$ cat src/rtl/cordic_seq_ctrl.sv
// Iteration sequencer for the sequential CORDIC core: load strobe, iteration
// counter (ROM address / shift amount), micro-rotation direction and done pulse.
//
// state  | meaning
// -------+-----------------------------------------------------------
// S_IDLE | waiting for start; mode latched on accept
// S_LOAD | one-cycle load strobe, counter cleared
// S_ITER | one micro-rotation per enabled cycle, counter = iteration
// S_DONE | one-cycle done pulse; start here chains the next conversion
module cordic_seq_ctrl #(
   parameter int NITER = 16,
   parameter int CNTW  = 5
) (
   input  logic            i_clock,
   input  logic            i_reset,
   input  logic            i_enable,
   input  logic            i_start,
   input  logic            i_mode,
   input  logic            i_z_sign,
   input  logic            i_y_sign,
   output logic            o_busy,
   output logic            o_load,
   output logic            o_iter_en,
   output logic [CNTW-1:0] o_rom_addr,
   output logic [CNTW-1:0] o_shift,
   output logic            o_dir,
   output logic            o_done
);

   typedef enum logic [1:0] {
      S_IDLE = 2'd0,
      S_LOAD = 2'd1,
      S_ITER = 2'd2,
      S_DONE = 2'd3
   } state_t;

   localparam logic [CNTW-1:0] LAST_CNT = CNTW'(NITER - 1);

   state_t          r_state;
   state_t          w_state_nxt;
   logic [CNTW-1:0] r_cnt;
   logic            r_mode;
   logic            w_last;
   logic            w_accept;

   assign w_last   = (r_cnt == LAST_CNT);
   assign w_accept = i_enable && i_start && ((r_state == S_IDLE) || (r_state == S_DONE));

   always_ff @(posedge i_clock) begin
      if (i_reset) begin
         r_state <= S_IDLE;
         r_cnt   <= '0;
         r_mode  <= 1'b0;
      end else begin
         r_state <= w_state_nxt;
         if (w_accept)
            r_mode <= i_mode;
         // counter only moves on enabled cycles so a stall never drops or repeats an iteration
         if (i_enable) begin
            if (r_state == S_LOAD)
               r_cnt <= '0;
            else if ((r_state == S_ITER) && !w_last)
               r_cnt <= r_cnt + CNTW'(1);
         end
      end
   end

   always_comb begin
      w_state_nxt = r_state;
      if (i_enable) begin
         case (r_state)
            S_IDLE:  if (i_start) w_state_nxt = S_LOAD;
            S_LOAD:  w_state_nxt = S_ITER;
            S_ITER:  if (w_last) w_state_nxt = S_DONE;
            S_DONE:  w_state_nxt = i_start ? S_LOAD : S_IDLE;
            default: w_state_nxt = S_IDLE;
         endcase
      end
   end

   always_comb begin
      o_busy     = (r_state == S_LOAD) || (r_state == S_ITER);
      o_load     = i_enable && (r_state == S_LOAD);
      o_iter_en  = i_enable && (r_state == S_ITER);
      o_done     = i_enable && (r_state == S_DONE);
      o_rom_addr = r_cnt;
      o_shift    = r_cnt;
      o_dir      = 1'b0;
      if (o_iter_en)
         o_dir = r_mode ? i_y_sign : ~i_z_sign;
   end

endmodule
$ cat config.mk
export PLATFORM = sky130hd
export DESIGN_NAME = cordic_seq_ctrl
export DESIGN_NICKNAME = d
export VERILOG_FILES = /design/src/rtl/cordic_seq_ctrl.sv
export SDC_FILE = /design/constraint.sdc
export NUM_CORES = 1
export LEC_CHECK = 0
export ABC_AREA = 1
export BUFFER_PORTS_ARGS = -buffer_cell sky130_fd_sc_hd__buf_2
export CAP_MARGIN = 0
export CORE_AREA = 2 2 39 41
export CTS_BUF_LIST = sky130_fd_sc_hd__clkbuf_16
export CTS_CLUSTER_DIAMETER = 50
export DETAILED_ROUTE_END_ITERATION = 10
export DIE_AREA = 0 0 41 43
export HOLD_SLACK_MARGIN = 0.15
export PLACE_DENSITY = 0.7
export SYNTH_ARGS = -nofsm -noshare
export SYNTH_HDL_FRONTEND = slang
export SYNTH_SLANG_ARGS = --single-unit
export TNS_END_PERCENT = 10
$ cat constraint.sdc
create_clock -name i_clock -period 3.5 [get_ports i_clock]
set_input_delay 0.35 -clock i_clock [delete_from_list [all_inputs] [get_ports i_clock]]
set_output_delay 0.35 -clock i_clock [all_outputs]
set_load 0.05 [all_outputs]
Word level (Yosys, flattened, before mapping) --
Cells that the tools add are included.
Storage, ports and cells: input bits 7, latch bits 0, register bits after elaboration 8, memory bits (read-only) 0, memories kept 0, memory bits (writable) 0, output and inout bits 15
Cells by class: add/sub/neg operators 1, multiply operators 0, reductions and logical operators 13, divide/modulo/power cells 0, shifts and indexed selects 0, multiplexer cells 8, order comparisons 0, equality and inequality tests 6, bitwise logic cells 1
Operator list (count):
- $mux 5 | 2
- $pmux 2 s4 | 1
- $logic_and 1x1->1 | 6
- $add 5x1->5 const B | 1
- $eq 5x4->1 const B | 1
- $eq 2x2->1 const B | 2
- $mux 2 | 2
- $ne 2x2->1 const B | 2
- $mux 1 | 3
- $reduce_and 3->1 | 1
- $eq 2x1->1 const B | 1
- $logic_not 2->1 | 1
- $logic_or 1x1->1 | 2
- $reduce_and 2->1 | 1
- $reduce_bool 2->1 | 1
- $logic_not 1->1 | 1
- $not 1->1 | 1

Logic depth before layout (Yosys ltp) --
Gate-level depths: netlist of the first run.
word-level depth 5, gate-level depth with buffers 10, gate-level depth less buffers 10

Worst setup path after synthesis of the first run --
No wires, ideal clock.
kind flip-flop to output port, from reg r_state[0], to out o_dir, buffers on the path 0, arrival 1.990 ns, setup slack 1.160 ns, cell stages (with the launch flop) 7, required time 3.150 ns, cells stage by stage dfxtp_1 inv_1 ha_1 nand2_1 inv_1 o21ai_0 a21oi_1
On the way: longest elaborated chain between the ends 3
RTL lines:
- from (decl) | RTL line 39 | state_t r_state;
- from (signal assigned) | RTL line 55 | r_state <= w_state_nxt;
- $eq 2x2->1 | RTL line 84 | o_iter_en = i_enable && (r_state == S_ITER);
- $logic_and 1x1->1 | RTL line 84
- named net o_iter_en | RTL line 23 | output logic o_iter_en,
- $mux 1 | RTL line 89 | if (o_iter_en)
- to (decl) | RTL line 26 | output logic o_dir,
The timed path passes the listed nets, and every way through them passes these cells.

Worst setup path in the final report of the first run --
from reg r_state[0], to out o_dir
On the way: longest elaborated chain between the ends 3
RTL lines (RTL line):
- $eq 2x2->1 | 84
- $logic_and 1x1->1 | 84
- $mux 1 | 89
No other way between the ends.

==> run_results.csv, run 1 <==
group,metric,value,unit
floorplanning,die_h,43,um
drt,drtIter0Drc,4,
clock_tree,ctsHoldBuffers,0,
logic_synthesis,synthesis.nets,101,
min_path,hold_class,"primary input to register",
critical_path,r2r-start,"o_rom_addr[1]$_SDFFE_PP0P_",
logic_synthesis,yosysSeqAreaShare,27.12,%
timing,period_share,53.58,%
clock_tree,post_cts_buffers,0,
floorplanning,coreArea,0.001384,mm2
drt,wirelength,1189,um
critical_path,reg2regPathDepth,10,
clock_tree,clock_latency,0.23,ns
clock_tree,cts_max_level,1,
critical_path,worstSetupPathType,"register to output port",
critical_path,slowest_delay,0.33,ns
logic_synthesis,synth-seq-cells,8,
pwr,powerDensity,459.4,mW/mm2
finish,areaGrowthSynthToFinish,27.54,%
floorplanning,row_count,14,
grt,antenna_found_initial,0,
timing,max_freq,533.3,MHz
place,place.gp.congestion,0.6893,
critical_path,path_cells,"inv_1 -> ha_1 -> nand2_1 -> inv_1 -> o21ai_0 -> a21oi_1 -> buf_2",
timing,slew_violations,0,
run,maxCapViolCount,0,
critical_path,cp-end-kind,"output port",
timing,hold_ws,0.3519,ns
critical_path,path_common_cell,"inv_1",
clock_tree,clockRootBuffer,"clkbuf_16",
grt,grt_max_degree,8,
critical_path,cp.arrival,1.53,ns
logic_synthesis,synthCells,87,
clock_tree,clock_tree.buffer_depth,2,
critical_path,rrSetupSlack,2.01,ns
timing,fin_skew,0.002484,ns
critical_path,cp.required,3.15,ns
timing,grt_setup_unrepaired,"no",
finish,drive_gt1_share,26.42,%
pwr,finalPower,0.3460,mW
floorplanning,io_pins,22,
finish,stdcell_area,753.2,um2
floorplanning,start_util,42.68,%
logic_synthesis,ys_warn_count,0,
timing,tightest_slew,0.2510,ns
min_path,hold_end,"r_mode$_SDFFE_PP0P_",
finish,fillers,145,
grt,grt_pass1_wl,1932,um
clock_tree,numCtsBuffers,3,
drt,via_per_inst,4.615,
pwr,power_leakage,0.4147,nW
drt,drc_errors,0,
clock_tree,cts.sinks,8,
timing,setup_slack,1.625,ns
drt,final_antenna_net_count,0,
critical_path,crit_slowest_cell,"dfxtp_1",
timing,min_period,1.875,ns
timing,finalHoldViolCount,0,
drt,via_count,563,
clock_tree,post_cts_resized,0,
floorplanning,fp.dieArea,0.001763,mm2
critical_path,crit_family,"buffers and inverters",
critical_path,r2r-end,"r_state[1]$_SDFFE_PP0P_",
min_path,min_path_cells,3,
finish,instances_no_fill,122,
outcome,status,"finished, final reports clean",
place,hpwl,934.6,um
clock_tree,cts_tree,"done",
logic_synthesis,yosysUniqueCellTypes,16,
grt,grt_usage,16.88,%
finish,final_nets,122,
critical_path,worst-path-max-fanout,5,
place,place_area,678.2,um2
critical_path,startpoint_type,"register",
place,port_buffers,21,
timing,slew_headroom,83.38,%
logic_synthesis,syn_area,590.6,um2
pwr,irDropWorstVdd,298.0,uV
place,post-place-cells,119,
grt,grt-ovfl-total,0,
timing,tns,0,ns
logic_synthesis,avgSynthCellArea,6.788,um2
timing,setup_viol,0,
drt,wire_per_inst,9.746,um
grt,grt_pass1_vias,511,
min_path,hp-start,"i_mode",
place,pre_cts_slack,1.865,ns
drt,first_pass_iters,4,
finish,postLayoutCoreUtil,54.43,%
clock_tree,clk_pin_slew,0.04,ns
critical_path,critPathBufInv,3,
finish,diodes,0,
floorplanning,die_w,41,um
-- flip-flops by register name, indices dropped and copies added, names as in the netlist --
name	count
o_rom_addr	5
r_state	2
r_mode	1
-- worst max-delay path by stage --
stage                 end  cells after the start                    start  slack, ns
floorplan           o_dir                      6  r_state[0]$_SDFFE_PP0P_       1.16
global placement    o_dir                      7  r_state[0]$_SDFFE_PP0P_       1.90
detailed placement  o_dir                      7  r_state[0]$_SDFFE_PP0P_       1.86
CTS                 o_dir                      7  r_state[0]$_SDFFE_PP0P_       1.61
global route        o_dir                      7  r_state[0]$_SDFFE_PP0P_       1.46
finish              o_dir                      7  r_state[0]$_SDFFE_PP0P_       1.62
-- area by class of cell --
cell class                 count  area [um2]  area share [%]
clock buffer                   3       75.07           9.967
inverter                      17       63.81           8.472
multi-input combinational     57       329.1           43.69
sequential                     8       160.2           21.26
tap                           16       20.02           2.658
timing repair buffer          21       105.1           13.95
-- per-layer routing --
metal  up-vias  track usage, %  part of all wire [%]
met2        13           27.81                    54
met5         -               0                     0
met4         0           10.00                  0.84
met3         2           6.283                   5.7
met1       242           16.77                    40
li1        306               -                     -
-- worst reg2reg max path, cell delays in order, from the launching register on --
cell and delay, ns:
dfxtp_1 0.38, ha_1 0.19, nand2_1 0.08, nor2_1 0.10
ha_1 0.15, inv_1 0.07, nand2_1 0.08, nand2_1 0.05
nor2_1 0.13, nand2_1 0.07, a21oi_1 0.12
-- kinds of logic after synthesis --
kind of cell / Yosys count / share of synthesized area [%]
AOI/OAI and AO/OA: 11 / 9.957
DFF: 8 / 27.12
adders and majority gates: 7 / 14.83
and+or+nand+nor: 39 / 30.93
buffers and inverters: 22 / 17.16
-- power by group --
part | internal (mW) | switching [mW] | total [mW] | leakage [nW]
registers | 0.0950 | 0.00311 | 0.0982 | 0.0649
clock network | 0.147 | 0.0446 | 0.192 | 0.0370
logic | 0.0165 | 0.0394 | 0.0559 | 0.313
total | 0.259 | 0.0872 | 0.346 | 0.415
-- cell usage in the layout, fill, tap and decap left out --
| cell type | netlist | layout |
|---|---|---|
| nand2_2 | 1 | 1 |
| nand3_1 | 9 | 9 |
| nor2_1 | 10 | 10 |
| nand2_1 | 16 | 16 |
| o21ai_1 | 1 | 1 |
| ha_1 | 7 | 7 |
| nand2_4 | 1 | 1 |
| o21ai_0 | 2 | 2 |
| inv_1 | 16 | 16 |
| a21oi_2 | 1 | 1 |
| buf_2 | 0 | 21 |
| nor3_1 | 1 | 1 |
| a21oi_1 | 7 | 7 |
| dfxtp_1 | 8 | 8 |
| clkinv_1 | 1 | 1 |
| nand3_4 | 1 | 1 |
| clkbuf_16 | 0 | 3 |
-- cell usage after synthesis --
| cell | instances | area (um2) |
|---|---|---|
| nand2_1 | 16 | 60.06 |
| nor2_1 | 10 | 37.54 |
| inv_1 | 16 | 60.06 |
| a21oi_2 | 1 | 8.760 |
| nor3_1 | 1 | 5.000 |
| a21oi_1 | 7 | 35.03 |
| nand3_1 | 9 | 45.04 |
| nand3_4 | 1 | 17.52 |
| ha_1 | 7 | 87.58 |
| o21ai_0 | 2 | 10.01 |
| nand2_2 | 1 | 6.260 |
| clkinv_1 | 1 | 3.750 |
| o21ai_1 | 1 | 5.000 |
| nand2_4 | 1 | 11.26 |
| buf_4 | 5 | 37.54 |
| dfxtp_1 | 8 | 160.2 |
No activity file was read; power rests on OpenSTA's default activity.
==> run 2, diff against run 1 <==
--- a/config.mk
+++ b/config.mk
@@ -8,11 +8,10 @@
 export ABC_AREA = 1
 export BUFFER_PORTS_ARGS = -buffer_cell sky130_fd_sc_hd__buf_2
 export CAP_MARGIN = 0
-export CORE_AREA = 2 2 39 41
+export CORE_UTILIZATION = 42
 export CTS_BUF_LIST = sky130_fd_sc_hd__clkbuf_16
 export CTS_CLUSTER_DIAMETER = 50
 export DETAILED_ROUTE_END_ITERATION = 10
-export DIE_AREA = 0 0 41 43
 export HOLD_SLACK_MARGIN = 0.15
 export PLACE_DENSITY = 0.7
 export SYNTH_ARGS = -nofsm -noshare
==> constraint.sdc (replaced) <==
create_clock -name i_clock -period 1.72 [get_ports i_clock]
set_input_delay 0.172 -clock i_clock [delete_from_list [all_inputs] [get_ports i_clock]]
set_output_delay 0.172 -clock i_clock [all_outputs]
set_load 0.05 [all_outputs]
==> run 2 against run 1 <==
Net effect: register-to-register slack lost 1.8 ns; combinational power grew 110%; critical path type unchanged; clock skew grew 0.00067 ns; design area grew 4.3%; sequential power grew 110%; non-clock buffer count is the same; highest routed layer unchanged; via count grew 1.1%; wire length shrank 1.0%; clock-buffer cell count is the same; largest cell class unchanged.
==> run_results.csv, run 2 (synthesis results as in run 1) <==
group,metric,value,unit
timing,tightest_slew,0.3321,ns
drt,final_antenna_net_count,0,
finish,layout_commonest_cell,"buf_2",
timing,max_freq,614.9,MHz
min_path,hold_class,"primary input to register",
clock_tree,cts_max_level,1,
critical_path,cp.required,1.55,ns
drt,via_per_inst,4.702,
place,place.gp.congestion,0.7218,
critical_path,slowest_delay,0.35,ns
place,hpwl,903.5,um
critical_path,cp-end-kind,"output port",
pwr,irDropWorstVdd,676.0,uV
critical_path,r2r-end,"r_state[1]$_SDFFE_PP0P_",
grt,grt_usage,18.94,%
critical_path,worstSetupPathType,"register to output port",
run,maxCapViolCount,0,
floorplanning,coreArea,0.001301,mm2
drt,via_count,569,
outcome,status,"finished, final reports clean",
critical_path,r2r-start,"o_rom_addr[1]$_SDFFE_PP0P_",
grt,antenna_found_initial,0,
finish,final_nets,122,
min_path,hold_end,"r_mode$_SDFFE_PP0P_",
clock_tree,clk_pin_slew,0.04,ns
drt,drtIter0Drc,10,
min_path,min_path_cells,3,
place,port_buffers,21,
drt,first_pass_iters,4,
critical_path,cp.arrival,1.45,ns
timing,slew_violations,0,
floorplanning,die_h,39.50,um
timing,hold_ws,0.1755,ns
finish,areaGrowthSynthToFinish,33.05,%
finish,largest_register_ff_count,5,
critical_path,cp-startpoint,"r_state[0]$_SDFFE_PP0P_",
grt,grt_pass1_wl,1904,um
clock_tree,cts_tree,"done",
clock_tree,ctsHoldBuffers,0,
finish,layout_common_cells,"buf_2, nand2_1, inv_1, nor2_1, nand3_1",
clock_tree,cts.sinks,8,
drt,drc_errors,0,
timing,min_period,1.626,ns
finish,postLayoutCoreUtil,60.38,%
drt,wirelength,1177,um
timing,fin_skew,0.003152,ns
grt,grt-ovfl-total,0,
timing,tns,0,ns
finish,fillers,141,
floorplanning,start_util,45.38,%
drt,wire_per_inst,9.727,um
floorplanning,die_w,39.50,um
pwr,powerDensity,902.6,mW/mm2
clock_tree,clockRootBuffer,"clkbuf_16",
timing,period_share,94.56,%
floorplanning,io_pins,22,
pwr,power_leakage,0.4060,nW
grt,grt_max_degree,8,
critical_path,worst-path-max-fanout,5,
timing,slew_headroom,77.63,%
timing,setup_viol,0,
critical_path,rrSetupSlack,0.21,ns
critical_path,path_cells,"inv_2 -> ha_4 -> nand2_1 -> clkinvlp_4 -> o21ai_0 -> a21oi_4 -> buf_6",
grt,grt_pass1_vias,496,
timing,finalHoldViolCount,0,
clock_tree,clock_tree.buffer_depth,2,
clock_tree,post_cts_buffers,0,
min_path,hp-start,"i_mode",
critical_path,reg2regPathDepth,10,
clock_tree,numCtsBuffers,3,
floorplanning,row_count,13,
critical_path,startpoint_type,"register",
critical_path,crit_slowest_cell,"dfxtp_1",
finish,diodes,0,
finish,drive_gt1_share,30.19,%
floorplanning,fp.dieArea,0.001560,mm2
timing,grt_setup_unrepaired,"no",
clock_tree,clock_latency,0.23,ns
run 2: changes by cell type in the layout (fill, tap and decap cells not counted):
cell,before,now
a21oi_1,7,6
a21oi_4,0,1
buf_2,21,20
buf_6,0,1
clkinvlp_4,0,1
ha_1,7,6
ha_4,0,1
inv_1,16,14
inv_2,0,1
run 2: worst max-delay path by stage:
stage	end	slack, ns
3_3_place_gp	o_dir	0.18
5_1_grt	o_dir	0.007
2_1_floorplan	r_state[1]$_SDFFE_PP0P_	-0.04
3_5_place_dp	o_dir	0.13
6_report	o_dir	0.09
4_1_cts	o_dir	0.04
run 2: area by class of cell:
cell class	instances	area, um2	share of cell area (%)
Sequential cell	8	160.2	20.38
Inverter	17	67.56	8.599
Clock buffer	3	75.07	9.554
Tap cell	15	18.77	2.389
Multi-Input combinational cell	57	352.8	44.90
Timing Repair Buffer	21	111.4	14.17
run 2: per-layer routing:
metal | global-route usage (%) | vias to the layer above | wire [um]
li1 | - | 303 | -
met1 | 19.73 | 250 | 536
met2 | 31.15 | 14 | 573
met3 | 10.23 | 2 | 58
met4 | 7.759 | 0 | 10
met5 | 0 | - | 0
run 2: report_power, final:
group	switching (mW)	total [mW]	internal (mW)
clock	0.0885	0.388	0.299
sequential	0.00841	0.202	0.193
combinational	0.0828	0.119	0.0366
total	0.180	0.709	0.530
run 2: critical path, delay by kind of cell (launching register included):
family                   cells  cell delay [ns]
AO/OA/AOI/OAI                2             0.26
flip-flops                   1             0.35
AND/OR/NAND/NOR              1             0.08
adder cells (fa/ha/maj)      1             0.16
buffers and inverters        3             0.37
run 2: per-stage QoR:
stage,worst slack (ns),instance area (um2),instances,power (mW)
after detailed placement,0.1344,691.9,118,0.3193
final,0.09362,785.8,121,0.7092
after CTS,0.03996,775.7,121,0.7159
after global routing,0.006884,785.8,121,0.7455
after floorplan,-0.03739,605.6,87,0.2902
after global placement,0.1801,691.9,118,0.3177
run 2: timing repair:
item                                    in CTS  in global routing
pin swaps                                    0                  0
endpoints found under the setup margin       1                  1
resized for setup                            4                  1
